**src/rtl/memory_bus_bridge.sv**
```systemverilog
// Single-outstanding bridge from the controller's memory port to a variable-latency bus,
// with a wait-state timeout so a dead bus cannot hang the core. All outputs are registered.
//
// Handshake: a request is taken on a rising edge where memory_enable && memory_ready.
// memory_valid is a one-cycle completion pulse, qualified by memory_error. memory_ready is
// never high in the same cycle as memory_valid. On the bus side, bus_request stays high
// until the edge where bus_acknowledge is sampled high, or until the timeout fires.
module memory_bus_bridge #(
  parameter int TIMEOUT_CYCLES = 255,
  parameter int COUNT_WIDTH    = 8
) (
  input  logic        clk,
  input  logic        reset,
  input  logic        memory_enable,
  input  logic        memory_command,
  input  logic [31:0] memory_address,
  input  logic [31:0] memory_write_data,
  input  logic [3:0]  memory_byte_enable,
  output logic        memory_ready,
  output logic        memory_valid,
  output logic [31:0] memory_read_data,
  output logic        memory_error,
  output logic        bus_request,
  output logic        bus_write,
  output logic [31:0] bus_address,
  output logic [31:0] bus_write_data,
  output logic [3:0]  bus_byte_enable,
  input  logic        bus_acknowledge,
  input  logic [31:0] bus_read_data,
  output logic [1:0]  debug_state
);

  typedef enum logic [1:0] {
    IDLE = 2'd0,
    BUS  = 2'd1,
    RESP = 2'd2
  } state_t;

  localparam bit                     TIMEOUT_ON   = (TIMEOUT_CYCLES != 0);
  localparam logic [COUNT_WIDTH-1:0] TIMEOUT_LAST = COUNT_WIDTH'(TIMEOUT_CYCLES - 1);
  localparam logic [COUNT_WIDTH-1:0] COUNT_MAX    = '1;

  state_t                 state, state_next;
  logic [COUNT_WIDTH-1:0] count, count_next;
  logic                   ready_next, valid_next, error_next;
  logic                   request_next, write_next;
  logic [31:0]            read_data_next, address_next, write_data_next;
  logic [3:0]             byte_enable_next;

  assign debug_state = state;

  always_comb begin
    state_next       = state;
    count_next       = count;
    ready_next       = memory_ready;
    valid_next       = memory_valid;
    error_next       = memory_error;
    read_data_next   = memory_read_data;
    request_next     = bus_request;
    write_next       = bus_write;
    address_next     = bus_address;
    write_data_next  = bus_write_data;
    byte_enable_next = bus_byte_enable;

    case (state)
      IDLE: begin
        ready_next = 1'b1;
        if (memory_enable && memory_ready) begin
          write_next       = memory_command;
          address_next     = memory_address;
          write_data_next  = memory_write_data;
          byte_enable_next = memory_command ? memory_byte_enable : 4'b1111;
          request_next     = 1'b1;
          ready_next       = 1'b0;
          count_next       = '0;
          state_next       = BUS;
        end
      end
      BUS: begin
        if (bus_acknowledge) begin
          request_next = 1'b0;
          valid_next   = 1'b1;
          error_next   = 1'b0;
          if (!bus_write) read_data_next = bus_read_data;
          state_next   = RESP;
        end else begin
          // Saturate rather than wrap so the timeout compare cannot be skipped.
          if (count != COUNT_MAX) count_next = count + 1'b1;
          if (TIMEOUT_ON && (count == TIMEOUT_LAST)) begin
            request_next = 1'b0;
            valid_next   = 1'b1;
            error_next   = 1'b1;
            if (!bus_write) read_data_next = '0;
            state_next   = RESP;
          end
        end
      end
      RESP: begin
        valid_next = 1'b0;
        error_next = 1'b0;
        ready_next = 1'b1;
        state_next = IDLE;
      end
      default: begin
        state_next = IDLE;
      end
    endcase
  end

  always_ff @(posedge clk or negedge reset) begin
    if (!reset) begin
      state            <= IDLE;
      count            <= '0;
      memory_ready     <= 1'b0;
      memory_valid     <= 1'b0;
      memory_error     <= 1'b0;
      memory_read_data <= '0;
      bus_request      <= 1'b0;
      bus_write        <= 1'b0;
      bus_address      <= '0;
      bus_write_data   <= '0;
      bus_byte_enable  <= '0;
    end else begin
      state            <= state_next;
      count            <= count_next;
      memory_ready     <= ready_next;
      memory_valid     <= valid_next;
      memory_error     <= error_next;
      memory_read_data <= read_data_next;
      bus_request      <= request_next;
      bus_write        <= write_next;
      bus_address      <= address_next;
      bus_write_data   <= write_data_next;
      bus_byte_enable  <= byte_enable_next;
    end
  end

endmodule
```
**config.mk**
```make
export PLATFORM = sky130hd
export DESIGN_NAME = memory_bus_bridge
export DESIGN_NICKNAME = d
export VERILOG_FILES = /design/src/rtl/memory_bus_bridge.sv
export SDC_FILE = /design/constraint.sdc
export NUM_CORES = 1
export LEC_CHECK = 0
export BUFFER_PORTS_ARGS = -buffer_cell sky130_fd_sc_hd__buf_2
export CORE_AREA = 4 4 85 119
export CTS_CLUSTER_DIAMETER = 80
export DETAILED_ROUTE_END_ITERATION = 6
export DIE_AREA = 0 0 89 123
export PLACE_DENSITY = 0.84
export SLEW_MARGIN = 20
export SYNTH_ARGS = -nofsm -noshare
export SYNTH_HDL_FRONTEND = slang
export SYNTH_SLANG_ARGS = --single-unit
export TNS_END_PERCENT = 50
```
**constraint.sdc**
```tcl
create_clock -name clk -period 4.7 [get_ports clk]
set_input_delay 0 -clock clk [delete_from_list [all_inputs] [get_ports clk]]
set_output_delay 0 -clock clk [all_outputs]
set_load 0.05 [all_outputs]
```
# Word level (Yosys, flattened, before mapping)

Cells that the tools add are included.

Flip-flop bits (word level): 115
Latch bits: 0
Memory bits (writable): 0
ROM bits: 0
Output and inout bits: 107
Logic and storage cells: 58
Memories kept: 0

Add/subtract/negate cells: 1
Multiply operators: 0
Divide/modulo/power cells: 0
Order comparisons: 0
Eq/ne operators: 10
Shift-type cells: 0
Muxes and demuxes: 24
Bitwise operators: 0
Reductions and logical operators: 12

Operators with widths:

| cell                                           | count |
|---|---|
| 2-to-1 mux 32 bit                              | 4 |
| 2-to-1 mux 8 bit                               | 3 |
| case mux 8 bit (2 select lines)                | 1 |
| != test 2 bit (second input constant)          | 5 |
| adder 8 x 1 -> 8 bit (second input constant)   | 1 |
| == test 8 bit (second input constant)          | 1 |
| != test 8 bit (second input constant)          | 1 |
| case mux 1 bit (2 select lines)                | 4 |
| AND reduction 4 bit                            | 2 |
| nonzero test 2 bit                             | 4 |
| 2-to-1 mux 1 bit                               | 7 |
| 2-to-1 mux 2 bit                               | 3 |
| AND reduction 2 bit                            | 3 |
| 2-to-1 mux 4 bit                               | 1 |
| case mux 2 bit (2 select lines)                | 1 |
| != test 3 bit (second input constant)          | 1 |
| AND reduction 3 bit                            | 1 |
| == test 2 x 1 -> 1 bit (second input constant) | 1 |
| == test 2 bit (second input constant)          | 1 |
| zero test 2 bit                                | 1 |
| logical AND 1 bit                              | 1 |

# Longest topological paths before layout

Word-level depth: 4
Depth in mapped cells: 7
Gate-level depth less buffers: 6

# Least setup slack after synthesis

OpenSTA, ideal clock, no wires.

Kind: register to register
Start point: register state[1], in the netlist debug_state[1]
End point: register memory_read_data[0]
Arrival time: 1.668 ns
Data required time: 4.579 ns
Path slack: 2.911 ns
Cell stages (with the launch flop): 7
Period minus slack after synthesis: 1.789 ns
Cell sequence: dfrtp_1 > nand2b_2 > nor2_1 > and2_1 > buf_2 > buf_6 > a22o_1

Cells in the longest elaborated chain, start to end: 2

Ends and longest elaborated chain:

| item                                 | line | RTL |
|---|---|---|
| start: declaration                   | 43   | `state_t state, state_next;` |
| start signal: assignment             | 124  | `state <= state_next;` |
| == test 2 x 1 -> 1 bit               | 65   | `case (state)` |
| AND reduction 4 bit (no source line) | -    |  |
| end signal: assignment               | 129  | `memory_read_data <= read_data_next;` |
| end: declaration                     | 21   | `output logic [31:0] memory_read_data,` |

Every way passes these cells.
A chain may end at the register's enable or synchronous reset.

# Worst setup path after layout

Start point: register state[0], in the netlist debug_state[0]
End point: register bus_byte_enable[0]

Cells in the longest elaborated chain, start to end: 2

Ends and longest elaborated chain:

| item                                 | line | RTL |
|---|---|---|
| zero test 2 bit                      | 65   |  |
| AND reduction 2 bit (no source line) | -    |  |
| end signal: assignment               | 134  | `bus_byte_enable <= byte_enable_next;` |
| end: declaration                     | 27   | `output logic [3:0] bus_byte_enable,` |

Every way passes these cells.

==> qor.txt <==
register bit count reported by yosys = 115
Synth Flop Type = dfrtp_1
area share of and/or/nand/nor cells after synthesis = 0.2050
Vias = 4,599
GR Util All Layers = 0.2945
share of layout cells above drive strength 1 = 0.3286
pin count of the biggest net entering global routing = 64
TritonRoute pass-1 iters = 5
initial antenna violation count = 0
critical path type = reg -> reg
Starting Density = 0.4969
FMAX = 381.8 MHz
Max Slew Vio Count = 0
commonest non-fill, non-tap cell in the layout = buf_2
Critical Path RT = 5.04 ns
total number of placement rows = 41
DR vias/cell = 5.262
largest family of logic cells by synthesized area = simple AND/OR/NAND/NOR gates
Post-synth EDFFs = 0
DP Worst Slack = 2.488 ns
TritonCTS clock tree = built
die area = 10,950 µm²
Min Hold Slack = 0.1635 ns
Post-Layout Cell Count = 874
Peak VDD IR = 577.5 µV
Setup crit start kind = register
global placement routability congestion = 0.8295
Die Width = 89 µm
Syn Area/Cell = 10.09 µm²
DR iter-0 viols = 350
Cell Area, Synth = 4461 µm²
Slew @ Worst Pin = 0.8483 ns
first-pass GRT wire length = 23,830 µm
Final HPWL DP = 8771 µm
setup violators final = 0
crit path DAT = 2.96 ns
Antenna diodes = 0
Final #Nets = 862
H-tree Lvls = 4
placed insts = 739
PnR worst setup slack = 2.081 ns
Async SR Flop Fraction = 1.000
R2R setup slack = 2.08 ns
synth unique cells = 31
Synth Instances = 442
unrepaired setup endpoints after global routing = false
post-synthesis compound-gate area fraction = 0.1038
Remaining DRCs = 0
Setup crit end kind = register
clock skew after layout = 0.01145 ns
Placed Instance Area = 5560 µm²
mux share of post-synthesis cell area = 0.002244
Port Buffers = 211
Clock Tree Buf Depth = 2
I/O pin count = 212
Lkg Pwr = 3.935 nW
xor/xnor cell area share of the yosys netlist = 0
clk sink count = 115
final hold vios = 0
final setup TNS = 0 ns
Post-Synth Adder-Cell Area = 0.005610
P per Cell Area = 820.3 nW/µm²
Syn Nets = 549
final wirelength = 15,820 µm
post-layout minimum cycle time = 2.619 ns
Clock Latency Late Sink = 0.41 ns
Routed Antenna Nets = 0
crit path max fanout = 56
status = finished, final reports clean
grt ovf = 0
Routed WL per cell = 18.10 µm
Core Region = 8977 µm²
post-cts repair resize count = 0
most frequent cells in the layout = buf_2 (210), nand2_1 (200), dfrtp_1 (115)
Area growth syn-to-layout = 60.45%
CTS Root Buffer Type = clkbuf_16
CTS Buf Count = 17
Worst Hold Class = in -> async
final period utilization = 0.5573
Worst-path clk slew = 0.05 ns
Warnings, synthesis = 0
fillers = 512
MaxCap Viol Count = 0
register area share after synthesis = 0.6452
via count of the first global-routing pass = 4,811
Slew headroom = 0.4323
Die H = 123 µm
design area = 7157 µm²
state kept, by name (all words and copies together) (netlist names), 2 cells and up:
name,count
bus_address,32
bus_byte_enable,4
bus_write_data,32
count,8
debug_state,2
memory_read_data,32
worst max-delay path, stage by stage (launching register included):
cell and delay (ns):
dfrtp_1 0.46, nor2_1 0.22, and3_2 0.48, buf_4 0.54, nor2_1 0.08, a31oi_1 0.16
dlygate4sd3_1 0.57
final cells by class:
cell class | count | area [µm²] | area share
Timing Repair Buffer | 318 | 2122 | 0.2965
Clock buffer | 21 | 470.5 | 0.06573
Tap cell | 107 | 133.9 | 0.01871
Inverter | 10 | 37.54 | 0.005245
Clock inverter | 10 | 83.83 | 0.01171
Multi-Input combinational cell | 293 | 1431 | 0.2000
Sequential cell | 115 | 2878 | 0.4021
power by group:
part           total, W  switching [W]  internal [W]
combinational   0.00294        0.00226      0.000681
clock           0.00119       0.000433      0.000759
sequential      0.00173       0.000299       0.00144
total           0.00587        0.00300       0.00288
metal layers:
metal / global-route usage / share of wire / vias up
li1: - / - / 2064
met1: 0.3031 / 0.34 / 2190
met2: 0.5065 / 0.53 / 274
met3: 0.08733 / 0.073 / 71
met4: 0.1955 / 0.057 / 0
met5: 0 / 0 / -
stage by stage:
stage                     power [W]    util
after floorplan            0.003809       -
after global placement     0.004432  0.6185
after detailed placement   0.004515  0.6194
after CTS                  0.005794  0.7971
after global routing       0.006134  0.7972
final                      0.005871  0.7972
path summary, 6_finish.rpt:
path	cells after the start	end	startpoint
max	6	bus_byte_enable[0]	debug_state[0]
min	2	memory_read_data[19]	reset
max reg2reg	6	bus_byte_enable[0]	debug_state[0]
min reg2reg	2	bus_write_data[1]	bus_write_data[1]
max in group asynchronous	3	count[4]	reset
min in group clk	4	bus_address[12]	memory_enable
timing repair:
action,CTS,global route
hold buffers,104,0
endpoints found under the setup margin,0,0
setup buffers,0,0
hold endpoints to repair,154,0
Yosys cell counts, types with 2 or more instances:
library cell  number  area share
a21oi_1            7      0.0079
a22o_1            32       0.063
a31oi_1            5      0.0070
and3_1             3      0.0042
buf_2             13       0.015
buf_6              3      0.0076
clkbuf_1           7      0.0059
dfrtp_1          115        0.65
ha_1               2      0.0056
inv_1             10      0.0084
nand2_1          200        0.17
nand3_1            6      0.0067
nand4_1            2      0.0028
nor2_1            10      0.0084
nor3_1             2      0.0022
o21a_1             2      0.0034
o21ai_0            8      0.0090
o21ai_1            2      0.0022
logic make-up after synthesis:
group / after synthesis
AO/OA/AOI/OAI: 61
adder cells (fa/ha/maj): 2
buffers and inverters: 34
flip-flops: 115
multiplexers: 1
AND/OR/NAND/NOR: 229
No activity file was read; power rests on OpenSTA's default activity.
